## src/rtl/fx2_reg_capture.sv

```systemverilog
// fx2_reg_capture: captures register writes strobed by the Beagle over the FX2
// pin bus. All raw pins are synchronized, the write strobe is debounced by a
// qualify/commit/release FSM, and a debounced soft reset clears the bank.
module fx2_reg_capture #(
    parameter int STABLE_CYCLES = 4
) (
    input  logic        clk,
    input  logic        reset,
    input  logic [21:0] pin_bus,
    input  logic        nREGEN,
    input  logic        nRESET,
    output logic [7:0]  led,
    output logic        wr_pulse,
    output logic [7:0]  glitch_cnt,
    output logic [7:0]  parity_err_cnt
);

    localparam logic [3:0] STABLE_N = 4'(STABLE_CYCLES);

    localparam logic [1:0] IDLE    = 2'd0;
    localparam logic [1:0] QUALIFY = 2'd1;
    localparam logic [1:0] COMMIT  = 2'd2;
    localparam logic [1:0] RELEASE = 2'd3;

    logic [21:0] bus_meta_reg;
    logic [21:0] bus_s;
    logic        regen_meta_reg;
    logic        regen_s;
    logic        rst_meta_reg;
    logic        rst_s;

    logic [3:0]  srst_cnt_reg;
    logic        soft_clear;

    logic [1:0]  state_reg;
    logic [1:0]  state_next;
    logic [3:0]  cnt_reg;
    logic [3:0]  cnt_next;
    logic        glitch_event;
    logic        parity_ok;
    logic        in_commit;
    logic        parity_event;

    logic [7:0]  glitch_reg;
    logic [7:0]  perr_reg;
    logic [7:0]  bank [8];

    // Bus bits [21:12] are carried through the synchronizer but have no meaning.
    logic        unused_bus;
    assign unused_bus = ^bus_s[21:12];

    // Two-flop synchronizers; strobes idle high, the data bus idles low.
    always_ff @(posedge clk or posedge reset) begin
        if (reset) begin
            bus_meta_reg   <= '0;
            bus_s          <= '0;
            regen_meta_reg <= 1'b1;
            regen_s        <= 1'b1;
            rst_meta_reg   <= 1'b1;
            rst_s          <= 1'b1;
        end else begin
            bus_meta_reg   <= pin_bus;
            bus_s          <= bus_meta_reg;
            regen_meta_reg <= nREGEN;
            regen_s        <= regen_meta_reg;
            rst_meta_reg   <= nRESET;
            rst_s          <= rst_meta_reg;
        end
    end

    // Soft reset qualifier: counts consecutive low samples, saturating once qualified
    // so the clear stays asserted for as long as nRESET is held low.
    always_ff @(posedge clk or posedge reset) begin
        if (reset) begin
            srst_cnt_reg <= '0;
        end else if (!rst_s) begin
            if (srst_cnt_reg != STABLE_N) begin
                srst_cnt_reg <= srst_cnt_reg + 4'd1;
            end
        end else begin
            srst_cnt_reg <= '0;
        end
    end

    assign soft_clear = (srst_cnt_reg == STABLE_N);

    // Commit decision: even parity across address, data and parity bit.
    assign parity_ok    = ~^bus_s[11:0];
    assign in_commit    = (state_reg == COMMIT);
    assign wr_pulse     = in_commit && parity_ok && !soft_clear;
    assign parity_event = in_commit && !parity_ok && !soft_clear;

    // Strobe FSM next state; cnt_reg is the low count in QUALIFY and the high count in RELEASE.
    always_comb begin
        state_next   = state_reg;
        cnt_next     = cnt_reg;
        glitch_event = 1'b0;
        case (state_reg)
            IDLE: begin
                if (!regen_s) begin
                    state_next = QUALIFY;
                    cnt_next   = 4'd1;
                end
            end
            QUALIFY: begin
                if (cnt_reg == STABLE_N) begin
                    state_next = COMMIT;
                    cnt_next   = '0;
                end else if (regen_s) begin
                    state_next   = IDLE;
                    cnt_next     = '0;
                    glitch_event = 1'b1;
                end else begin
                    cnt_next = cnt_reg + 4'd1;
                end
            end
            COMMIT: begin
                state_next = RELEASE;
                cnt_next   = '0;
            end
            RELEASE: begin
                if (regen_s) begin
                    if (cnt_reg == STABLE_N - 4'd1) begin
                        state_next = IDLE;
                        cnt_next   = '0;
                    end else begin
                        cnt_next = cnt_reg + 4'd1;
                    end
                end else begin
                    cnt_next = '0;
                end
            end
            default: begin
                state_next = IDLE;
                cnt_next   = '0;
            end
        endcase
    end

    // FSM state register; the soft clear overrides any transition.
    always_ff @(posedge clk or posedge reset) begin
        if (reset) begin
            state_reg <= IDLE;
            cnt_reg   <= '0;
        end else if (soft_clear) begin
            state_reg <= IDLE;
            cnt_reg   <= '0;
        end else begin
            state_reg <= state_next;
            cnt_reg   <= cnt_next;
        end
    end

    // Saturating error counters.
    always_ff @(posedge clk or posedge reset) begin
        if (reset) begin
            glitch_reg <= '0;
            perr_reg   <= '0;
        end else if (soft_clear) begin
            glitch_reg <= '0;
            perr_reg   <= '0;
        end else begin
            if (glitch_event && glitch_reg != 8'hFF) begin
                glitch_reg <= glitch_reg + 8'd1;
            end
            if (parity_event && perr_reg != 8'hFF) begin
                perr_reg <= perr_reg + 8'd1;
            end
        end
    end

    assign glitch_cnt     = glitch_reg;
    assign parity_err_cnt = perr_reg;

    // Register bank: each register loads on a committed write addressed to it.
    genvar gi;
    generate
        for (gi = 0; gi < 8; gi++) begin : g_reg
            logic [7:0] value_reg;

            // One bank register with hard and soft clear.
            always_ff @(posedge clk or posedge reset) begin
                if (reset) begin
                    value_reg <= '0;
                end else if (soft_clear) begin
                    value_reg <= '0;
                end else if (wr_pulse && bus_s[10:8] == 3'(gi)) begin
                    value_reg <= bus_s[7:0];
                end
            end

            assign bank[gi] = value_reg;
        end
    endgenerate

    // reg7[2:0] picks the register shown on the LEDs.
    assign led = bank[bank[7][2:0]];

endmodule

```

## config.mk

```make
export PLATFORM = sky130hd
export DESIGN_NAME = fx2_reg_capture
export DESIGN_NICKNAME = d
export VERILOG_FILES = /design/src/rtl/fx2_reg_capture.sv
export SDC_FILE = /design/constraint.sdc
export NUM_CORES = 1
export LEC_CHECK = 0
export CORE_MARGIN = 4
export CORE_UTILIZATION = 55
export CTS_CLUSTER_SIZE = 30
export DETAILED_ROUTE_END_ITERATION = 7
export PLACE_DENSITY = 0.77
export SYNTH_ARGS = -nofsm -noshare
export SYNTH_HDL_FRONTEND = slang
export SYNTH_SLANG_ARGS = --single-unit
export TNS_END_PERCENT = 5
```

## constraint.sdc

```tcl
create_clock -name clk -period 6.4 [get_ports clk]
set_input_delay 1.28 -clock clk [delete_from_list [all_inputs] [get_ports clk]]
set_output_delay 1.28 -clock clk [all_outputs]
set_load 0.1 [all_outputs]
```

# --- Word level (Yosys, flattened, before mapping) ---
# Cells that the tools add are included.
word_totals:
  ff_bits: 118
  input_bits: 26
  output_inout_bits: 25
  wordCells: 118
op_classes:
  add_sub_neg: 4
  n_lt_le_gt_ge: 1
  eq_ne: 20
  mux: 42
  n_bitwise: 1
  n_reduce_logical: 31
ops:
  columns: ["operator", "count"]
  rows:
  - ["8-bit 2-to-1 mux", 22]
  - ["4-bit 2-to-1 mux", 8]
  - ["8-bit binary-select mux with 3-bit select", 1]
  - ["2-bit nonzero test", 11]
  - ["8-bit by 1-bit adder with 8-bit output (second input constant)", 2]
  - ["8-bit != test (second input constant)", 2]
  - ["4-bit case mux with 4 select lines", 1]
  - ["1-bit logical AND", 14]
  - ["3-bit equality test (second input constant)", 4]
  - ["2-bit 2-to-1 mux", 6]
  - ["12-bit XNOR reduction", 1]
  - ["3-bit != test (second input constant)", 3]
  - ["4-bit by 1-bit adder with 4-bit output (second input constant)", 2]
  - ["4-bit by 3-bit equality test with 1-bit output (second input constant)", 2]
  - ["2-bit case mux with 4 select lines", 1]
  - ["3-bit by 2-bit equality test with 1-bit output (second input constant)", 2]
  - ["2-bit equality test (second input constant)", 2]
  - ["4-bit by 2-bit equality test with 1-bit output (second input constant)", 1]
  - ["4-bit greater-or-equal comparator (second input constant)", 1]
  - ["4-bit by 3-bit != test with 1-bit output (second input constant)", 1]
  - ["4-bit != test (second input constant)", 1]
  - ["3-bit NOT with 4-bit output", 1]
  - ["4-bit AND reduction", 1]
  - ["3-bit by 1-bit equality test with 1-bit output (second input constant)", 1]
  - ["other kinds (5)", 8]

# --- Longest topological paths before layout ---
# Gate-level depths: netlist of run 1.
depth:
  depth_word: 7
  ltp_mapped: 10

# --- Least setup slack after synthesis of run 1 ---
# OpenSTA, ideal clock, no wires.
synth_path:
  path_type: "reg-to-output"
  startpoint: "reg bus_s[6]"
  endpoint: "out wr_pulse"
  arrival_ns: 2.553
  required_ns: 5.120
  slack_ns: 2.567
  stages_incl_launch_ff: 6
  path_cell_list: "dfrtp_1 > buf_6 > xnor3_1 > xnor3_1 > xnor2_1 > nor2_1"
synth_via:
  elab_chain_cells: 3
synth_rtl:
  columns: ["item", "line_no", "source"]
  rows:
  - ["start, declared", "26", "logic [21:0] bus_s;"]
  - ["start signal, assigned", "63", "bus_s <= bus_meta_reg;"]
  - ["12-bit XNOR reduction", "88", "assign parity_ok = ~^bus_s[11:0];"]
  - ["1-bit logical AND (2 in series)", "90", "assign wr_pulse = in_commit && parity_ok && !soft_clear;"]
  - ["end, declared", "13", "output logic wr_pulse,"]
# No other way between the ends.

# --- Worst setup path after layout of run 1 ---
# Ends and elaborated chain as after synthesis.

==> results of run 1 <==
## routing by layer
layer	up-vias	routed length, µm	part of all wire (%)	global-route usage, %
li1	1917	-	-	-
met1	2057	5023	40	30.04
met2	150	6465	52	39.96
met3	21	772	6.2	5.075
met4	0	200	1.6	6.132
met5	-	0	0	0
## layout by cell type, fill, tap and decap left out, types with 9 or more instances in the layout
master	synthesis	routed
ha_1	10	10
a21oi_1	12	12
xnor2_1	10	10
nor2_1	17	17
clkdlybuf4s50_1	0	40
nand3_1	71	71
mux4_2	13	13
clkbuf_16	0	16
nand2_1	77	77
dfrtp_1	114	114
mux2_2	9	9
o21ai_0	76	76
and2_1	9	9
## cell families (layout without fill, tap and decap cells)
group	Yosys count	in the layout	share of synthesized area, %
muxes	27	27	8.061
and+or+nand+nor	211	211	18.39
adders and majority gates	10	10	2.271
AOI/OAI and AO/OA	99	99	9.673
DFF	118	118	53.68
xor gates and xnor gates	19	19	3.519
buffers and inverters	54	85	4.405
## final cells by class
class | count | area [µm²] | area share (%)
well taps | 133 | 166.4 | 2.566
repair buffers | 46 | 445.4 | 6.867
inverters | 8 | 32.53 | 0.5015
flip-flops and latches | 118 | 2958 | 45.60
multi-input cells | 366 | 2328 | 35.90
clock buffers | 22 | 452.9 | 6.983
clock inverters | 9 | 102.6 | 1.582
## power groups by stage
stage                     logic (mW)  registers, mW  clock network [mW]
after global routing           0.800           1.00               0.937
after detailed placement       0.729          0.991                   0
after floorplan                0.493           1.05                   0
after CTS                      0.737          0.982               0.896
final                          0.737          0.983               0.889
after global placement         0.707          0.981                   0
## through the flow
| step | std cells | power, mW |
|---|---|---|
| final | 702 | 2.610 |
| after global routing | 702 | 2.740 |
| after CTS | 702 | 2.614 |
| after detailed placement | 671 | 1.720 |
| after global placement | 671 | 1.688 |
| after floorplan | 538 | 1.547 |
## worst paths after layout
path	startpoint	end	slack, ps
worst max register to register	bus_s[6]	g_reg[4].value_reg[5]	3200
max in group asynchronous	reset	g_reg[4].value_reg[1]	3930
worst max-delay path	bus_s[6]	wr_pulse	1670
worst min-delay path	bus_meta_reg[8]	bus_s[8]	340
min in group asynchronous	reset	g_reg[3].value_reg[5]	1260
worst min register to register	bus_meta_reg[8]	bus_s[8]	340
==> summary.txt, run 1 <==
Power
  • VDD IR max: between 0.3 and 0.4 mV
  • Clock network power share: between 30% and 40%
  • Sw Share: around 37%
  • Pwr Density: around 400 nW/µm²
  • Leakage: about 2.7 nW
  • Sw Pwr: 0.9655 mW
  • Seq pwr share: 37.7%
  • Int Pwr: ~1.6 mW
  • Combinational share of power: 28.3%

Detailed routing
  • WL per Instance: 17.75 µm
  • Drt pass-1 iters: 5
  • Remaining antenna violation count: 0
  • Initial DRC count: 353
  • DR DRC count: 0
  • Routed vias/inst: a little under 6
  • Vias: 4145
  • DRT Wirelength: about 12000 µm

Floorplan
  • Die height: around 110 µm
  • Initial Utilization: 56.37%
  • Die Span X: approximately 110 µm
  • Core Rows: 36
  • Die ar.: between 10000 and 15000 µm²
  • Core ar.: about 9800 µm²
  • IO Pins: 51

Synth
  • Synthesized Nets: roughly 570
  • Number of synthesized flops with an enable pin: 0
  • Most frequent cell after synthesis: dfrtp_1
  • Register area share after synthesis: a little over half
  • Avg Synthesized Cell Area: a little over 10 µm²
  • Post-synthesis cell type count: 43
  • Synth area leaders: dfrtp_1 52%, o21ai_0 6.9%, nand3_1 6.4%
  • Seq cells post-synth: 118
  • Top-area cell type share of the netlist area: 51.77%
  • Synthesized area: around 5500 µm²
  • Synth Flop Type: dfrtp_1
  • Synth top cells by count: 114 x dfrtp_1, 77 x nand2_1, 76 x o21ai_0
  • Async SR Flop Fraction: 100.0%
  • Mapped Cells: between 500 and 600
  • Area leader, netlist: dfrtp_1
  • Yosys Warn Count: 0

Timing
  • Slew Limit Fails: 0
  • Worst setup margin: roughly 1700 ps
  • Worst-Margin Slew: 1031 ps
  • Slew margin rel.: a little under a third
  • Fmax: about 210 MHz
  • Final worst-path cycle share: approximately three quarters
  • Min cycle time layout: between 4000 and 5000 ps
  • RSZ-0062 raised after global routing: false
  • Final hold violations: 0
  • WHS: 339.1 ps
  • Fin Clk Skew: 10.67 ps
  • Final setup TNS: 0 ps
  • Count of final setup violators: 0

Final layout
  • Post-route cell area: between 6000 and 7000 µm²
  • Final core utilization: between 60% and 70%
  • Area grow syn2layout: 17.71%
  • Final #Nets: 593
  • Number of fill cells: between 700 and 800
  • Flip-flop count of the largest register after layout: 64
  • N_diodes: 0
  • Share of cells above drive strength 1: ~11%

Worst setup path
  • CP cell instances: xnor3_1 -> xnor3_1 -> xnor2_1 -> nor2_1 -> clkdlybuf4s50_1
  • CP arrival: between 3000 and 4000 ps
  • CP bufs+invs: 1
  • Critical path peak fanout: 9
  • Reg2Reg Depth: 6
  • Critical Path RT: a little over 5000 ps
  • Slowest CP cell: clkdlybuf4s50_1
  • Cell mode on critical path: xnor3_1
  • Crit path max-delay family: buffers and inverters
  • Crit path kind: reg -> out
  • Crit path largest cell delay: approximately 1100 ps
  • Critical Path Start Type: register
  • Critical Path Sink Type: output pin
  • Levels on crit path: 5

Placement
  • Gpl congestion: between 0.8 and 0.9
  • Placed cell area: between 5000 and 6000 µm²
  • DP Worst Slack: about 2200 ps
  • I/O Buffers: 40
  • DP HPWL: 7653 µm

Clocking
  • Clk pin slew, worst setup/hold paths: ~60 ps
  • # hold bufs at CTS: 0
  • TritonCTS Buffers: 17
  • Htree depth: 4
  • Post-CTS Setup Repair Bufs: 0
  • Clock root buffer: clkbuf_8
  • CTS sink cnt: between 100 and 150
  • Worst skew pair latency: 510 ps
  • CTS tree: yes
  • Post-CTS sizing: 0
  • Bufs on Longest Clock Path: 2

Global routing
  • Initial antenna violation count: 0
  • Largest net degree at the start of global routing: 73
  • Vias in the first global route: between 4000 and 5000
  • Global route overflow: 0
  • GRT Resource Usage Total: between 20% and 30%
  • First-pass GRT wire length: 21310 µm

Run status
  • Status: finished, final reports clean

Min path
  • WHS Path Cells: 0
  • Hold crit path type: reg -> reg

Job
  • Max Cap Viol: 0
Power figures use the tool's default switching activity.
==> run 2, diff against run 1 <==
==> constraint.sdc (replaced) <==
create_clock -name clk -period 4.6 [get_ports clk]
set_input_delay 0.92 -clock clk [delete_from_list [all_inputs] [get_ports clk]]
set_output_delay 0.92 -clock clk [all_outputs]
set_load 0.1 [all_outputs]
==> run 2 against run 1 <==
  * Cell count increased by 0.43%
  * Non-clock buffer count increased by 2
  * Critical path type unchanged
  * Core utilization increased by 1.5 points
  * Total power increased by 51%
  * Routed wire length decreased by 1.6%
==> summary.txt, run 2 (synthesis results as in run 1) <==
Power
  • VDD IR max: between 0.6 and 0.7 mV
  • Pwr Density: between 500 and 600 nW/µm²
  • Leakage: 2.818 nW

Floorplan
  • Die Span X: 108.1 µm
  • IO Pins: just over 50
  • Die height: 108.1 µm
  • Die ar.: 11680 µm²
  • Core ar.: 9774 µm²
  • Initial Utilization: a little under three fifths
  • Core Rows: 36

Worst setup path
  • CP arrival: around 3300 ps
  • Critical path peak fanout: 11
  • Crit path largest cell delay: between 900 and 1000 ps
  • Slowest CP cell: clkdlybuf4s50_1
  • Levels on crit path: 4
  • CP cell instances: buf_4 -> mux4_2 -> mux2_2 -> clkdlybuf4s50_1
  • Crit path kind: reg -> out
  • CP bufs+invs: 2
  • Critical Path Start Type: register
  • Critical Path Sink Type: output pin
  • Reg2Reg Depth: 6
  • Critical Path RT: between 3000 and 4000 ps
  • Crit path max-delay family: buffers and inverters

Detailed routing
  • Remaining antenna violation count: 0
  • Drt pass-1 iters: 7
  • WL per Instance: ~17 µm
  • Routed vias/inst: around 5.9
  • DR DRC count: 0
  • Vias: 4182
  • DRT Wirelength: 12260 µm
  • Initial DRC count: a little over 300

Timing
  • RSZ-0062 raised after global routing: false
  • Slew Limit Fails: 0
  • Worst setup margin: between 300 and 400 ps
  • WHS: approximately 350 ps
  • Final hold violations: 0
  • Final setup TNS: 0 ps
  • Fmax: 236.4 MHz
  • Count of final setup violators: 0
  • Fin Clk Skew: about 8.3 ps
  • Final worst-path cycle share: 91.96%
  • Min cycle time layout: roughly 4200 ps
  • Worst-Margin Slew: approximately 1200 ps
  • Slew margin rel.: 21.24%

Placement
  • Gpl congestion: slightly above 0.8
  • I/O Buffers: 40
  • DP Worst Slack: around 890 ps
  • Placed cells: a little under 700
  • DP HPWL: 7692 µm

Min path
  • WHS Path Cells: 0
  • Hold crit path type: reg -> reg

Clocking
  • Post-CTS Setup Repair Bufs: 0
  • CTS sink cnt: around 120
  • TritonCTS Buffers: 17
  • # hold bufs at CTS: 0
  • CTS tree: yes
  • Htree depth: 4
  • Clk pin slew, worst setup/hold paths: around 60 ps
  • Clock root buffer: clkbuf_8
  • Post-CTS sizing: 0
  • Bufs on Longest Clock Path: 2
  • Worst skew pair latency: approximately 520 ps

Global routing
  • Initial antenna violation count: 0
  • First-pass GRT wire length: ~21000 µm
  • Global route overflow: 0
  • Vias in the first global route: between 4000 and 5000
  • GRT Resource Usage Total: 22.65%
  • Largest net degree at the start of global routing: 73

Final layout
  • Commonest non-fill, non-tap cells in the layout: 114 x dfrtp_1, 77 x nand2_1, 76 x o21ai_0
  • Area grow syn2layout: 20.35%
  • Flip-flop count of the largest register after layout: between 60 and 70
  • Number of fill cells: around 700
  • Final #Nets: 595
  • Final std cells w/o fill: a little over 700
  • Commonest non-fill, non-tap cell in the layout: dfrtp_1
  • Share of cells above drive strength 1: between 10 and 15%
  • N_diodes: 0

Job
  • Max Cap Viol: 0

Run status
  • Status: finished, final reports clean
[run 2: changes by cell type in the layout (fill, tap and decap cells not counted)]
cell / previous run / this run
clkbuf_1: 3 / 1
buf_4: 6 / 11
clkdlybuf4s50_1: 40 / 37
clkinv_2: 4 / 1
clkinv_4: 0 / 2
clkinvlp_4: 3 / 2
bufinv_16: 2 / 7
[run 2: routing by layer]
metal  wire [µm]  vias to the layer above  global-route usage [%]
met4         227                        0                   9.829
met1        5251                     2105                   29.70
li1            -                     1913                       -
met3         698                       21                   6.567
met5           0                        -                       0
met2        6083                      143                   35.39
[run 2: final cells by class]
class | count | area [µm²] | share of cell area, %
Inverter | 8 | 32.53 | 0.4906
Clock buffer | 20 | 445.4 | 6.717
Timing Repair Buffer | 48 | 452.9 | 6.830
Tap cell | 133 | 166.4 | 2.509
Multi-Input combinational cell | 366 | 2328 | 35.11
Clock inverter | 12 | 247.7 | 3.736
Sequential cell | 118 | 2958 | 44.60
[run 2: per-stage QoR]
stage | utilization (%) | cell area [µm²] | power [mW]
floorplan | - | 5510 | 2.152
global placement | 60.75 | 5938 | 2.364
detailed placement | 60.75 | 5938 | 2.405
CTS | 67.84 | 6631 | 3.949
global route | 67.84 | 6631 | 4.110
finish | 67.84 | 6631 | 3.942
[run 2: where the power goes]
group | internal, mW | total (mW) | switching (mW)
Clock | 1.07 | 1.54 | 0.463
Sequential | 1.20 | 1.36 | 0.160
Combinational | 0.307 | 1.05 | 0.740
[run 2: path summary, 6_finish.rpt]
check	start	to	slack [ps]
max	g_reg[7].value_reg[0]	led[6]	370
min	bus_meta_reg[4]	bus_s[4]	350
max reg2reg	bus_s[6]	parity_err_cnt[6]	1470
min reg2reg	bus_meta_reg[4]	bus_s[4]	350
max in group asynchronous	reset	rst_s	2770
min in group asynchronous	reset	bus_meta_reg[0]	920
==> run 3, diff against run 2 <==
--- a/config.mk
+++ b/config.mk
@@ -5,11 +5,12 @@
 export SDC_FILE = /design/constraint.sdc
 export NUM_CORES = 1
 export LEC_CHECK = 0
+export CORE_ASPECT_RATIO = 0.8
 export CORE_MARGIN = 4
 export CORE_UTILIZATION = 55
 export CTS_CLUSTER_SIZE = 30
 export DETAILED_ROUTE_END_ITERATION = 7
-export PLACE_DENSITY = 0.77
+export PLACE_DENSITY = 0.78
 export SYNTH_ARGS = -nofsm -noshare
 export SYNTH_HDL_FRONTEND = slang
 export SYNTH_SLANG_ARGS = --single-unit
==> run 3 against run 2 <==
  * Die area about the same
  * First-iteration DRC count increased by 83%
  * Global-route usage increased by 1.3 points
  * Total power decreased by 2.1%
  * Flip-flop and latch count unchanged
==> summary.txt, run 3 (synthesis results as in run 1) <==
Floorplan
  • IO Pins: a little over 50
  • Die Span X: about 120 µm
  • Die height: 97.53 µm
  • Die ar.: between 10000 and 15000 µm²
  • Core Rows: 32
  • Initial Utilization: 56.87%
  • Core ar.: 9689 µm²

Worst setup path
  • Crit path largest cell delay: between 900 and 1000 ps
  • CP arrival: 2820 ps
  • Crit path kind: reg -> out
  • CP cell instances: buf_4 -> mux4_2 -> mux2_2 -> clkdlybuf4s50_1
  • Slowest CP cell: clkdlybuf4s50_1
  • CP bufs+invs: 2
  • Critical Path RT: around 3700 ps
  • Reg2reg setup slack: between 1000 and 1500 ps
  • Crit path max-delay family: buffers and inverters
  • Critical Path Sink Type: output pin
  • Critical Path Start Type: register
  • Critical path peak fanout: 11

Clocking
  • Bufs on Longest Clock Path: 2
  • Post-CTS Setup Repair Bufs: 0
  • Post-CTS sizing: 0
  • Worst skew pair latency: just over 400 ps
  • CTS tree: yes
  • Clock root buffer: clkbuf_16
  • Htree depth: 4
  • CTS sink cnt: around 120
  • # hold bufs at CTS: 0
  • TritonCTS Buffers: 17
  • Clk pin slew, worst setup/hold paths: ~50 ps

Detailed routing
  • Max layer used: met4
  • Drt pass-1 iters: 5
  • WL per Instance: 18.63 µm
  • Vias: around 4400
  • Routed vias/inst: between 6 and 7
  • DR DRC count: 0
  • Initial DRC count: roughly 570
  • Routed length on met1: ~5600 µm
  • Remaining antenna violation count: 0
  • DRT Wirelength: roughly 13000 µm
  • Met3 WL: 998 µm
  • Met2 WL: approximately 6400 µm

Timing
  • Worst-Margin Slew: between 1000 and 1500 ps
  • Final setup TNS: 0 ps
  • Min cycle time layout: between 3000 and 4000 ps
  • RSZ-0062 raised after global routing: false
  • Slew Limit Fails: 0
  • Fmax: approximately 270 MHz
  • Count of final setup violators: 0
  • Fin Clk Skew: approximately 7.4 ps
  • Final hold violations: 0
  • Final worst-path cycle share: 81.26%
  • Slew margin rel.: around 32%

Final layout
  • Commonest non-fill, non-tap cell in the layout: dfrtp_1
  • Number of fill cells: around 710
  • Share of cells above drive strength 1: 13.69%
  • Commonest non-fill, non-tap cells in the layout: 114 x dfrtp_1, 77 x nand2_1, 76 x o21ai_0
  • Area grow syn2layout: 20.19%
  • FF+latch area: 2958 µm²
  • Final std cells w/o fill: roughly 710
  • Flip-flop count of the largest register after layout: 64
  • N_diodes: 0
  • Final #Nets: ~600
  • Final core utilization: between 60% and 70%
  • Multi-input gate area: ~2300 µm²

Power
  • Int Pwr: approximately 2.5 mW
  • Seq pwr share: between 30% and 40%
  • Pwr Density: between 500 and 600 nW/µm²
  • Combinational share of power: between 20% and 30%
  • Leakage: approximately 2.8 nW
  • VDD IR max: between 0.5 and 0.6 mV
  • Clock network power share: 36.7%
  • Sw Pwr: 1.383 mW
  • Sw Share: a little over a third

Global routing
  • First-pass GRT wire length: about 22000 µm
  • Global route overflow: 0
  • Largest net degree at the start of global routing: 80
  • GRT Resource Usage Total: 23.95%
  • Initial antenna violation count: 0
  • Vias in the first global route: ~4500

Placement
  • Placed cells: between 600 and 700
  • Gpl congestion: between 0.7 and 0.8
  • DP HPWL: around 8000 µm
  • I/O Buffers: 40

Job
  • Max Cap Viol: 0

Run status
  • Status: finished, final reports clean

Min path
  • Hold crit path type: reg -> reg
-- run 3: changes by cell type in the layout (fill, tap and decap cells not counted), sizes merged --
cell           delta
buf              +10
bufinv            -3
clkbuf            +3
clkdlybuf4s50     -4
clkinv            -1
-- run 3: power groups by stage --
stage	registers, mW	clock network (mW)	logic, mW
after floorplan	1.47	0	0.686
after global placement	1.34	0	1.04
after detailed placement	1.35	0	1.07
after CTS	1.34	1.43	1.09
after global routing	1.36	1.49	1.17
final	1.34	1.42	1.10
-- run 3: through the flow --
| stage | worst slack, ps | hold WS, ps | instance area (µm²) | power, mW |
|---|---|---|---|---|
| after floorplan | 557.5 | 331.2 | 5510 | 2.152 |
| after global placement | 1324 | 332.4 | 5989 | 2.375 |
| after detailed placement | 1306 | 334.7 | 5989 | 2.425 |
| after CTS | 858.9 | 346.5 | 6623 | 3.861 |
| after global routing | 813.9 | 349.6 | 6623 | 4.026 |
| final | 862.2 | 345.8 | 6623 | 3.859 |
-- run 3: routing by layer --
layer	up-vias	GRT usage [%]
li1	1933	-
met1	2213	32.09
met2	202	36.74
met3	39	7.334
met4	0	9.243
met5	-	0
-- run 3: final timing paths --
check,startpoint,to,depth (start not counted)
max,g_reg[7].value_reg[0],led[4],4
min reg2reg,bus_meta_reg[6],bus_s[6],0
min in group asynchronous,reset,bus_s[10],2
max reg2reg,bus_s[6],g_reg[1].value_reg[1],5
min,bus_meta_reg[6],bus_s[6],0
max in group asynchronous,reset,g_reg[5].value_reg[7],3
-- run 3: cell type report --
type	instances	area share (%)
tap	136	2.569
inverter	8	0.4912
clock inverter	8	2.192
timing repair buffer	54	7.557
multi-input combinational	366	35.16
clock buffer	23	7.368
sequential	118	44.66
